`src/rtl/mem_port.sv`:
```
// mem_port: data-memory access stage.
// Takes the RAM address held in AR and runs byte reads and writes to data RAM
// over a req/ack handshake. The block is selected on the internal bus by
// MEM_CODE, and it stalls the core through busy while a RAM transaction is
// pending. Writes are posted, so only a following memory access waits on them.
module mem_port #(
  parameter int unsigned DATA_WIDTH = 8,
  parameter int unsigned ADDR_WIDTH = 16,
  parameter logic [3:0]  MEM_CODE   = 4'h5
) (
  input  logic                  clk,
  input  logic                  rst,
  input  logic [7:0]            addr_bus,
  input  logic [DATA_WIDTH-1:0] data_bus_in,
  output logic [DATA_WIDTH-1:0] data_bus_out,
  input  logic [ADDR_WIDTH-1:0] ram_addr,
  output logic                  mem_req,
  output logic                  mem_we,
  output logic [ADDR_WIDTH-1:0] mem_addr,
  output logic [DATA_WIDTH-1:0] mem_wdata,
  input  logic [DATA_WIDTH-1:0] mem_rdata,
  input  logic                  mem_ack,
  output logic                  busy,
  output logic                  err
);

  typedef enum logic [1:0] {
    IDLE,
    WR_REQ,
    RD_REQ,
    RD_DONE
  } state_t;

  state_t                state, state_nxt;
  logic                  req_nxt, we_nxt, err_nxt;
  logic [ADDR_WIDTH-1:0] addr_nxt;
  logic [DATA_WIDTH-1:0] wdata_nxt;
  logic [DATA_WIDTH-1:0] rd_buf, rd_buf_nxt;
  logic                  dst_hit, src_hit;

  assign dst_hit = (addr_bus[3:0] == MEM_CODE);
  assign src_hit = (addr_bus[7:4] == MEM_CODE);

  // State and registered RAM-side outputs; reset overrides any pending transaction.
  always_ff @(posedge clk) begin
    if (rst) begin
      state     <= IDLE;
      mem_req   <= 1'b0;
      mem_we    <= 1'b0;
      mem_addr  <= '0;
      mem_wdata <= '0;
      rd_buf    <= '0;
      err       <= 1'b0;
    end else begin
      state     <= state_nxt;
      mem_req   <= req_nxt;
      mem_we    <= we_nxt;
      mem_addr  <= addr_nxt;
      mem_wdata <= wdata_nxt;
      rd_buf    <= rd_buf_nxt;
      err       <= err_nxt;
    end
  end

  // Next-state, next registered values and the combinational stall.
  always_comb begin
    state_nxt  = state;
    req_nxt    = mem_req;
    we_nxt     = mem_we;
    addr_nxt   = mem_addr;
    wdata_nxt  = mem_wdata;
    rd_buf_nxt = rd_buf;
    err_nxt    = err;
    busy       = 1'b0;

    case (state)
      IDLE: begin
        if (src_hit) begin
          // A read takes priority; a simultaneous write request is dropped and flagged.
          addr_nxt  = ram_addr;
          we_nxt    = 1'b0;
          req_nxt   = 1'b1;
          state_nxt = RD_REQ;
          busy      = 1'b1;
          if (dst_hit) begin
            err_nxt = 1'b1;
          end
        end else if (dst_hit) begin
          addr_nxt  = ram_addr;
          wdata_nxt = data_bus_in;
          we_nxt    = 1'b1;
          req_nxt   = 1'b1;
          state_nxt = WR_REQ;
        end
      end
      WR_REQ: begin
        busy = src_hit | dst_hit;
        if (mem_ack) begin
          req_nxt   = 1'b0;
          state_nxt = IDLE;
        end
      end
      RD_REQ: begin
        busy = 1'b1;
        if (mem_ack) begin
          rd_buf_nxt = mem_rdata;
          req_nxt    = 1'b0;
          state_nxt  = RD_DONE;
        end
      end
      RD_DONE: begin
        state_nxt = IDLE;
      end
      default: begin
        state_nxt = IDLE;
      end
    endcase
  end

  assign data_bus_out = (state == RD_DONE && src_hit) ? rd_buf : '0;

endmodule
```
`config.mk`:
```
export PLATFORM = sky130hd
export DESIGN_NAME = mem_port
export DESIGN_NICKNAME = d
export VERILOG_FILES = /design/src/rtl/mem_port.sv
export SDC_FILE = /design/constraint.sdc
export NUM_CORES = 1
export LEC_CHECK = 0
export BUFFER_PORTS_ARGS = -buffer_cell sky130_fd_sc_hd__buf_2
export CAP_MARGIN = 20
export CORE_ASPECT_RATIO = 0.75
export CORE_UTILIZATION = 40
export DETAILED_ROUTE_END_ITERATION = 6
export PLACE_DENSITY = 0.72
export SLEW_MARGIN = 20
export SYNTH_ARGS = -nofsm -noshare
export SYNTH_HDL_FRONTEND = slang
export SYNTH_SLANG_ARGS = --single-unit
export TNS_END_PERCENT = 10
```
`constraint.sdc`:
```
create_clock -name clk -period 3.1 [get_ports clk]
set_input_delay 0.155 -clock clk [delete_from_list [all_inputs] [get_ports clk]]
set_output_delay 0.155 -clock clk [all_outputs]
set_load 0.01 [all_outputs]
```
# --- Word level (Yosys, flattened, before mapping) ---
# Index checks and enable logic that the tools add are counted.
# Widths: inputs -> output; s select.
word_totals:
  ff_bits: 37
  inputBits: 43
  output_inout_bits: 36
  wordCells: 44
op_classes:
  n_eq_ne: 9
  mux: 15
  bitwise: 2
  n_reduce_logical: 11
op_table:
  columns: ["operator", "count"]
  rows:
  - ["$mux 16", 2]
  - ["$reduce_and 3->1", 4]
  - ["$eq 4x3->1 const B", 2]
  - ["$mux 2", 4]
  - ["$mux 8", 1]
  - ["$pmux 2 s4", 1]
  - ["$mux 1", 5]
  - ["$eq 2x2->1 const B", 2]
  - ["$ne 2x2->1 const B", 2]
  - ["$reduce_and 2->1", 2]
  - ["$reduce_bool 2->1", 2]
  - ["$ne 3x3->1 const B", 1]
  - ["$pmux 1 s3", 1]
  - ["$eq 2x1->1 const B", 1]
  - ["$logic_not 2->1", 1]
  - ["$ne 2x1->1 const B", 1]
  - ["$pmux 1 s2", 1]
  - ["$reduce_or 2->1", 1]
  - ["$logic_and 1x1->1", 1]
  - ["$not 1->1", 1]
  - ["$or 1x1->1", 1]

# --- Longest topological paths before layout ---
depth:
  word_depth: 4
  mapped_depth: 6
  depth_no_buf: 6

# --- Worst setup path before layout ---
# OpenSTA, ideal clock, no wires.
synth_timing:
  path_kind: "register to register"
  from: "reg state[0]"
  to: "reg state[1]"
  setup_ns: 0.087
  arrival_ns: 1.472
  t_required_ns: 3.013
  setup_slack_ns: 1.541
  stages_incl_launch_ff: 6
  path_buffers: 0
  synth_period_minus_slack_ns: 1.559
  cell_sequence: "dfxtp_1 > inv_1 > ha_1 > nor3b_2 > or4_1 > o31ai_1"
synth_via:
  elab_chain_len: 3
  word_cells_on_any_way: 9
  classes_between: "6 x eq/ne; 1 x mux; 2 x reduce/logical"
synth_lines:
  columns: ["element", "line", "source"]
  rows:
  - ["start, declared", "34", "state_t state, state_nxt;"]
  - ["start signal, assigned", "55", "state <= state_nxt;"]
  - ["$eq 2x1->1, or another cell as far along", "76", "case (state)"]
  - ["$ne 2x2->1 (no source line) / $ne 3x3->1 (equally long branches)", null, null]
  - ["$reduce_and 3->1 (no source line)", null, null]
# Several ways; a longest one is shown, not always the timed one.
# A chain may end at the register's enable or synchronous reset.

# --- Final worst setup path ---
layout_timing:
  from: "reg state[1]"
  to: "reg mem_wdata[7]"
layout_via:
  elab_chain_len: 2
layout_lines:
  columns: ["element", "line", "source"]
  rows:
  - ["$logic_not 2->1", "76", null]
  - ["$reduce_and 3->1 (no source line)", null, null]
  - ["end signal, assigned", "59", "mem_wdata <= wdata_nxt;"]
  - ["end, declared", "20", "output logic [DATA_WIDTH-1:0] mem_wdata,"]
# Every way passes these cells.

==> results.cfg <==
[yosys]
syn_avg_cell_area_sq_um = 9.610
yosysSeqAreaShare_pct = 47.28
yosysMostFrequentCell = dfxtp_1
synth_commonest_cells = 37 x dfxtp_1, 29 x nor2_1, 26 x mux2i_1
synth-warning-count = 0
synth_nets = 212
synth_ff_type = dfxtp_1
netlist_top_cells_area = dfxtp_1 47%, mux2i_1 17%, nor2_1 6.9%
synth.largest_area_cell = dfxtp_1
ys_types = 27
syn_inst = 163
synth_top_cell_area_share_pct = 47.28
synth-seq-cells = 37
synthArstFlopShare_pct = 0
synth_edf_count = 0
synth_area_sq_um = 1567

[die]
rows = 19
die_h_microns = 56.20
die_width_microns = 74.26
core_area_sq_um = 3709
dieArea_sq_um = 4173
ios = 79
start_util_pct = 42.24

[finish]
fin_util_pct = 57.08
nFillCells = 354
stdcell_count = 292
syn_to_final_growth_pct = 35.14
final_nets = 288
final_design_area_no_fill_sq_um = 2117
diodes = 0
drive_above_1_share_pct = 38.75

[clock_network]
cts_buffers = 5
clock-root-buffer = clkbuf_8
cts_resized = 0
postCtsSetupRepairBufs = 0
cts_max_level = 2
cts-root-to-sink-buffers = 2
cts_num_sinks = 37
cts_tree = done
cts_hold_buf = 0
cts.clk_slew.worst_paths_ns = 0.07
clk_latency_ns = 0.28

[sta]
slew_viol_final = 0
fin_crit_sh_pct = 55.44
finalHoldViolations = 0
setup-violations-final = 0
rsz0062_at_grt = no
tightest_slew_ns = 0.6914
slew_headroom_pct = 53.73
fin_tns_setup_ns = 0
skew_ns = 0.005399
fin_crit_ns = 1.719
max_freq_mhz = 581.9

[route]
drtIter0Drc = 57
routed_wl_microns = 3360
wl_per_cell_microns = 11.51
avgViaCountPerCell = 4.682
post-route-drc-count = 0
dr.pass1.iters = 4
via_count = 1367
antenna_left = 0

[setup_path]
start_kind = register
rrSetupSlack_ns = 1.38
crit_fanout = 8
critical_path_class = reg -> reg
critPathRequiredTime_ns = 3.25
end_kind = register
crit_arrival_ns = 1.87

[outcome]
status = finished, final reports clean

[global_routing]
grt_max_degree = 40
grt_usage_pct = 16.72
antenna_found_initial = 0
grt_pass1_wl_microns = 5271
grt_pass1_vias = 1173
gr-total-overflow = 0

[power]
vdd_ir_drop_max_v = 0.0005016
p_per_area_nw_per_um2 = 567.7
power_mw = 1.202
p_leak_nw = 1.187

[placed_design]
finalWeightedCongestion = 0.7577
place_area_sq_um = 1983
hpwl_microns = 2402
portBuffers = 78
dp_cells = 284

[run]
drv_cap = 0

[min_path]
hold_path.class = in -> reg
[metal layers]
| layer | track usage, % | wire [microns] | vias up | part of all wire (%) |
|---|---|---|---|---|
| li1 | - | - | 709 | - |
| met5 | 0 | 0 | - | 0 |
| met2 | 25.06 | 1461 | 48 | 43 |
| met4 | 5.660 | 29 | 0 | 0.86 |
| met3 | 5.616 | 221 | 5 | 6.6 |
| met1 | 22.40 | 1646 | 605 | 49 |
[cell type report]
cell class                      count  area, sq um  area share [%]
Tap cell                           52        65.06           3.073
Multi-Input combinational cell    113        768.2           36.29
Inverter                            3        11.26          0.5319
Sequential cell                    37        740.7           34.99
Clock buffer                        5        68.82           3.251
Timing Repair Buffer               79        397.9           18.79
Clock inverter                      3        65.06           3.073
[where the power goes]
group          internal, mW  leakage, nW  switching (mW)  total, mW
clock network         0.320       0.0681           0.166      0.485
logic                0.0937        0.820           0.105      0.199
registers             0.501        0.300          0.0163      0.517
[registers in the layout, indices dropped and copies added, names as in the netlist]
register,cells
mem_req,1
state,2
mem_we,1
mem_wdata,8
err,1
rd_buf,8
mem_addr,16
[critical path, cell delays in order, from the launching register on]
cell and delay [ns]:
dfxtp_1 0.36, inv_1 0.13, ha_1 0.33, nand3b_1 0.42
mux2i_1 0.29, nor2_1 0.05
[metrics by stage]
stage | hold slack [ns] | worst slack (ns)
6_report | 0.09832 | 1.381
5_1_grt | 0.09033 | 1.226
4_1_cts | 0.08756 | 1.369
3_5_place_dp | 0.3923 | 1.387
3_3_place_gp | 0.3854 | 1.427
2_1_floorplan | 0.2989 | 1.541
[layout by cell type, fill, tap and decap left out, types with 2 or more instances in the layout]
cell type  instances
buf_2             78
dfxtp_1           37
nor2_1            29
mux2i_1           26
a21oi_1           11
nand2_1            9
and3_1             8
nand3_1            8
ha_1               6
clkbuf_8           5
inv_1              3
o21ai_0            2
nand2b_1           2
bufinv_16          2
[worst paths after layout]
| path | depth (start not counted) | start | endpoint |
|---|---|---|---|
| max | 5 | state[1] | mem_wdata[7] |
| min | 3 | ram_addr[1] | mem_addr[1] |
| max reg2reg | 5 | state[1] | mem_wdata[7] |
| min reg2reg | 2 | rd_buf[5] | rd_buf[5] |
[cell families (layout without fill, tap and decap cells)]
kind of cell / count (synthesis) / after routing / synth area share [%]
AOI/OAI and AO/OA: 19 / 19 / 7.748
adders and majority gates: 6 / 6 / 4.792
buffers and inverters: 13 / 90 / 4.073
DFF: 37 / 37 / 47.28
muxes: 26 / 26 / 16.61
and+or+nand+nor: 62 / 62 / 19.49
Note: power is estimated with default switching activity, not from simulation.
